**config.mk**
```make
export PLATFORM = sky130hd
export DESIGN_NAME = id_ex_stage
export DESIGN_NICKNAME = d
export VERILOG_FILES = /design/src/rtl/id_ex_stage.sv
export SDC_FILE = /design/constraint.sdc
export NUM_CORES = 1
export LEC_CHECK = 0
export CORE_AREA = 2 2 127 129
export CTS_BUF_LIST = sky130_fd_sc_hd__clkbuf_4 sky130_fd_sc_hd__clkbuf_8
export CTS_CLUSTER_SIZE = 20
export DETAILED_ROUTE_END_ITERATION = 7
export DIE_AREA = 0 0 129 131
export PLACE_DENSITY = 0.78
export SLEW_MARGIN = 20
export SYNTH_ARGS = -nofsm -noshare
export SYNTH_HDL_FRONTEND = slang
export SYNTH_SLANG_ARGS = --single-unit
```
**constraint.sdc**
```tcl
create_clock -name clk -period 4 [get_ports clk]
set_input_delay 1 -clock clk [delete_from_list [all_inputs] [get_ports clk]]
set_output_delay 1 -clock clk [all_outputs]
set_load 0.01 [all_outputs]
```
**src/rtl/id_ex_stage.sv**
```systemverilog
// ID/EX pipeline register: captures decoded ID state each cycle or inserts a
// bubble, and raises the load-use stall that freezes PC and IF/ID.
module id_ex_stage (
  input  logic        clk,
  input  logic        reset_n,
  input  logic        id_valid,
  input  logic [8:0]  id_ctrl,
  input  logic [31:0] id_pc,
  input  logic [31:0] id_rs_data,
  input  logic [31:0] id_rt_data,
  input  logic [31:0] id_imm,
  input  logic [4:0]  id_rs_idx,
  input  logic [4:0]  id_rt_idx,
  input  logic [4:0]  id_rd_idx,
  input  logic        ex_stall,
  input  logic        flush,
  output logic        id_stall,
  output logic        ex_valid,
  output logic [8:0]  ex_ctrl,
  output logic [31:0] ex_pc,
  output logic [31:0] ex_rs_data,
  output logic [31:0] ex_rt_data,
  output logic [31:0] ex_imm,
  output logic [4:0]  ex_rs_idx,
  output logic [4:0]  ex_rt_idx,
  output logic [4:0]  ex_dest_idx,
  output logic [15:0] bubble_count
);

  // control word bit positions
  localparam int C_REGDST  = 8;
  localparam int C_BRANCH  = 7;
  localparam int C_MEMREAD = 6;
  localparam int C_MEMWR   = 4;
  localparam int C_JUMP    = 1;

  typedef struct packed {
    logic        valid;
    logic [8:0]  ctrl;
    logic [31:0] pc;
    logic [31:0] rs_data;
    logic [31:0] rt_data;
    logic [31:0] imm;
    logic [4:0]  rs_idx;
    logic [4:0]  rt_idx;
    logic [4:0]  dest_idx;
  } ex_t;

  ex_t         ex_q;
  ex_t         id_pkt;
  logic        flush_pending;
  logic [15:0] bubble_q;
  logic        id_uses_rt;
  logic        hazard;
  logic        kill;

  always_comb begin
    id_pkt          = '0;
    id_pkt.valid    = 1'b1;
    id_pkt.ctrl     = id_ctrl;
    id_pkt.pc       = id_pc;
    id_pkt.rs_data  = id_rs_data;
    id_pkt.rt_data  = id_rt_data;
    id_pkt.imm      = id_imm;
    id_pkt.rs_idx   = id_rs_idx;
    id_pkt.rt_idx   = id_rt_idx;
    id_pkt.dest_idx = id_ctrl[C_REGDST] ? id_rd_idx : id_rt_idx;
  end

  // jumps carry no rt source even when the branch bit is also set
  assign id_uses_rt = id_ctrl[C_REGDST] | id_ctrl[C_MEMWR] |
                      (id_ctrl[C_BRANCH] & ~id_ctrl[C_JUMP]);

  assign hazard = id_valid & ex_q.valid & ex_q.ctrl[C_MEMREAD] &
                  (ex_q.dest_idx != 5'd0) &
                  ((ex_q.dest_idx == id_rs_idx) |
                   ((ex_q.dest_idx == id_rt_idx) & id_uses_rt));

  assign id_stall = hazard | ex_stall;
  assign kill     = flush | flush_pending;

  always_ff @(posedge clk) begin
    if (!reset_n) begin
      ex_q          <= '0;
      flush_pending <= 1'b0;
      bubble_q      <= '0;
    end else if (ex_stall) begin
      // hold; a flush seen while stalled is applied on the first free edge
      if (flush) flush_pending <= 1'b1;
    end else if (kill) begin
      ex_q          <= '0;
      flush_pending <= 1'b0;
      if (bubble_q != 16'hFFFF) bubble_q <= bubble_q + 16'd1;
    end else if (hazard) begin
      ex_q <= '0;
      if (bubble_q != 16'hFFFF) bubble_q <= bubble_q + 16'd1;
    end else if (!id_valid) begin
      ex_q <= '0;
    end else begin
      ex_q <= id_pkt;
    end
  end

  assign ex_valid     = ex_q.valid;
  assign ex_ctrl      = ex_q.ctrl;
  assign ex_pc        = ex_q.pc;
  assign ex_rs_data   = ex_q.rs_data;
  assign ex_rt_data   = ex_q.rt_data;
  assign ex_imm       = ex_q.imm;
  assign ex_rs_idx    = ex_q.rs_idx;
  assign ex_rt_idx    = ex_q.rt_idx;
  assign ex_dest_idx  = ex_q.dest_idx;
  assign bubble_count = bubble_q;

endmodule

```
== Yosys cells after proc, flatten, opt, wreduce, memory -nomap -nowiden ==
Index checks and enable logic that the tools add are counted.
Cells by class
  muxes and demuxes: 10
  bitwise operators: 13
  div/mod/pow operators: 0
  $mul: 0
  shift operators: 0
  equality and inequality tests: 4
  reductions and logical operators: 5
  $lt $le $gt $ge: 0
  add/sub/neg operators: 1
Operators with widths (number)
  two-way mux 153 bit: 3
  two-way mux 16 bit: 3
  adder 16 x 1 -> 16 bit, second input constant: 1
  inequality test 16 bit, second input constant: 1
  equality test 5 bit: 2
  AND 1 bit: 6
  two-way mux 5 bit: 1
  bitwise OR 1 bit: 5
  nonzero test 5 bit: 1
  AND reduction 2 bit: 2
  nonzero test 2 bit: 2
  two-way mux 1 bit: 3
  inequality test 2 x 1 -> 1 bit, second input constant: 1
  NOT 1 bit: 2
Word-level totals
  word-level logic and storage cells: 44
  output and inout bits: 170
  bits in writable memories: 0
  memories: 0
  bits of input ports: 157
  flip-flop bits (word level): 170
  memory bits (read-only): 0
  latch bits: 0

== Logic depth before layout (Yosys ltp) ==
  depth after elaboration: 8
  mapped depth: 10
  gate-level depth less buffers: 7

== Worst setup path after synthesis ==
No wires, ideal clock.
  kind: input -> output
  from: in id_ctrl[8]
  to: out id_stall
  arrival: 1.937 ns
  stages: 6
  path buffers: 1
  data required time: 3.000 ns
  path slack: 1.063 ns
  path through: clkbuf_2 > nor2_1 > a2111o_1 > o22ai_1 > a21oi_1 > inv_1
Between the ends
  longest elaborated chain between the ends: 6
Ends and longest elaborated chain
  start, declared: line 7  | input logic [8:0] id_ctrl,
  bitwise OR 1 bit (2 in a row): line 71  | assign id_uses_rt = id_ctrl[C_REGDST] | id_ctrl[C_MEMWR] |
  AND 1 bit: line 77  | ((ex_q.dest_idx == id_rt_idx) & id_uses_rt));
  bitwise OR 1 bit: line 76  | ((ex_q.dest_idx == id_rs_idx) |
  AND 1 bit: line 75  | (ex_q.dest_idx != 5'd0) &
  bitwise OR 1 bit: line 79  | assign id_stall = hazard | ex_stall;
  end, declared: line 17  | output logic id_stall,
Every way passes these cells.

== Final worst setup path ==
  from: in id_rt_idx[1]
  to: out id_stall
Between the ends
  longest elaborated chain between the ends: 5
Ends and longest elaborated chain
  start, declared: line 13  | input logic [4:0] id_rt_idx,
  equality test 5 bit: line 77
  AND 1 bit: line 77
  bitwise OR 1 bit: line 76
  AND 1 bit: line 75
  bitwise OR 1 bit: line 79
Every way passes these cells.

==> metrics.yaml <==
critPathLaunch: "id_rt_idx[1]"
die_x_um: 129
num_rows: 46
cp_max_fo: 2
hold_path.class: "reg2reg"
dpl.hpwl_um: 13300
path_delay_family: "compound AO/OA/AOI/OAI gates"
die_h_um: 131
post-route-util_pct: 61.1
total_power_mw: 3.35
tritoncts: "built"
die_area_um2: 16900
syn_avg_cell_area_um2: 12.0
synth_area_leaders: "dfxtp_1, a22o_1, buf_6, clkbuf_1, xnor2_1"
rsz0062_at_grt: "no"
gp_congestion: 0.837
vias: 5167
cts.sinks: 170
cts_buffer_depth: 2
yosys.area.top_type: "dfxtp_1"
drive_above_1_share_pct: 6.37
status: "complete, no violations"
fin_crit_ps: 3560
cp-start-kind: "input port"
wl_per_cell_um: 17.9
drtIter0Drc: 266
ios: 327
drc: 0
whs_ps: 477
fmax_mhz: 281
synthCells: 473
p_per_area_nw_per_um2: 352
start_util_pct: 36.5
maxSlewViolCount: 0
cp.required_ps: 3000
clockRootBuffer: "clkbuf_8"
slew_headroom_pct: 56.7
grt_pass1_vias: 5017
crit_buf_inv: 3
cpMaxStageDelayCell: "clkdlybuf4s50_1"
critPathCaptureType: "output port"
finalInstanceArea_um2: 9530
route.antenna.remaining_nets: 0
fin_worst_skew_ps: 16.8
numCtsBuffers: 17
yosysSeqAreaShare_pct: 59.8
antenna_found_initial: 0
syn2layout_area_growth_pct: 67.3
synth_area_um2: 5690
ctsResizeCount: 0
leakagePower_nw: 3.56
dp.cells: 985
p_switching_mw: 0.804
synth_nets: 631
worstSkewPairLatency_ps: 450
nets: 946
p_seq_share_pct: 52.3
grt_pass1_wl_um: 26500
dpl_cell_area_um2: 9110
cts_max_level: 4
viasPerCell: 5.08
finalCritPeriodShare_pct: 89.1
rr_startpoint: "ex_dest_idx[0]"
cp_num_cells: 7
yosys.area.top_type_share_pct: 59.8
ys_seq_elements: 170
drt_first_pass_iters: 4
rrSetupSlack_ps: 1230
vdd_drop_max_mv: 0.204
tightest_slew_ps: 650
yosys_warnings: 0
grt_remaining_overflow: 0
p_int_mw: 2.55
cp_cell_sequence: "clkdlybuf4s50_1 -> xor2_1 -> a2111o_1 -> o22ai_2 -> a21oi_1 -> inv_1 -> dlymetal6s2s_1"
comb_power_share_pct: 11.2
core_um2: 15600
cpPeakStageDelay_ps: 430
min_path_cells: 1
drt_wl_total_um: 18200
grt_use_total_pct: 20.2
final_cells: 1018
setup_viol_count_final: 0
endpoint: "id_stall"
post-place-ws_ps: 44.9
reg2reg_depth: 7
finalSetupTns_ps: 0
setup_slack_ps: 436
r2r-end: "ex_pc[0]"
post_cts_buffers: 0
netSwitchingFraction_pct: 24.0
nFillCells: 1240
cts_hold_buffers: 0
pwr-share-clk_pct: 36.5
synth_cell_type_count: 42
crit_type: "in2out"
worstPathArrival_ps: 2560
cap_violations: 0
finalHoldViolCount: 0
grt_max_degree: 91
port_buffers: 326
clk_pin_slew_ps: 80
==> synth_stat cells (all sizes together) <==
cell type,number
a21boi,1
nand3,8
o311a,1
inv,6
nor4,1
mux2,5
and2,2
nand4,5
o31ai,6
a22o,152
nor4b,1
o2111ai,1
o21ai,3
nand2b,4
and3,4
buf,18
xnor2,7
xor2,6
mux2i,4
and4,1
a21o,1
a221oi,1
or4b,1
clkbuf,21
or4,6
a2111o,1
dfxtp,170
a21oi,9
nor2,8
or3,3
o221ai,1
nor3,1
nand2,10
nor2b,1
o22ai,1
ha,1
a211oi,1
==> power groups by stage <==
stage                     Combinational [mW]  Clock (mW)  Sequential (mW)
after floorplan                       0.0971           0             1.81
after global placement                 0.367           0             1.79
after detailed placement               0.375           0             1.79
after CTS                              0.377        1.26             1.75
after global routing                   0.399        1.33             1.76
final                                  0.375        1.22             1.75
==> cell type report <==
cell class                 count  area (um2)  share of cell area (%)
clock buffer                  18         241                    2.54
sequential                   170        3400                    35.7
inverter                       6        22.5                   0.236
tap                          216         270                    2.84
clock inverter                14         158                    1.66
antenna                        1        2.50                  0.0263
timing repair buffer         335        3370                    35.4
multi-input combinational    258        2060                    21.6
==> cell usage in the layout (no fill, tap or decap), drive strengths merged, types with 4 or more instances in the layout <==
cell             n
a21oi            9
a22o           152
and3             4
buf              9
clkbuf          18
clkdlybuf4s50  325
dfxtp          170
inv             13
mux2             5
mux2i            4
nand2           10
nand2b           4
nand3            8
nand4            5
nor2             8
o31ai            6
or4              6
xnor2            7
xor2             6
==> how the worst min path moves through the flow <==
stage	slack (ps)	end	start
finish	480	ex_pc[28]	ex_pc[28]
global route	490	ex_pc[26]	ex_pc[26]
CTS	480	ex_pc[14]	ex_pc[14]
detailed placement	450	ex_pc[26]	ex_pc[26]
global placement	460	ex_pc[18]	ex_pc[18]
floorplan	470	flush_pending	flush_pending
==> cells by family after synthesis <==
logic type               after synthesis  share of synthesized area [%]
AO/OA/AOI/OAI                        179                           26.6
flip-flops                           170                           59.8
AND/OR/NAND/NOR                       56                           5.45
buffers and inverters                 45                           4.29
XOR/XNOR                              13                           2.00
multiplexers                           9                           1.69
adder cells (fa/ha/maj)                1                          0.220
==> state kept, by name, indices dropped and copies added, names as in the netlist, 9 cells and up <==
| name | count |
|---|---|
| ex_imm | 32 |
| bubble_count | 16 |
| ex_rs_data | 32 |
| ex_pc | 32 |
| ex_rt_data | 32 |
| ex_ctrl | 9 |
==> per-layer routing <==
metal  routed length (um)  GRT usage, %  share of wire [%]  vias up
li1                     -             -                  -     2445
met1                 7440          24.2                 41     2439
met2                 8780          33.3                 48      261
met3                 1680          7.70                9.2       22
met4                  310          7.54                1.7        0
met5                    0             0                  0        -
Note: power is estimated with default switching activity, not from simulation.
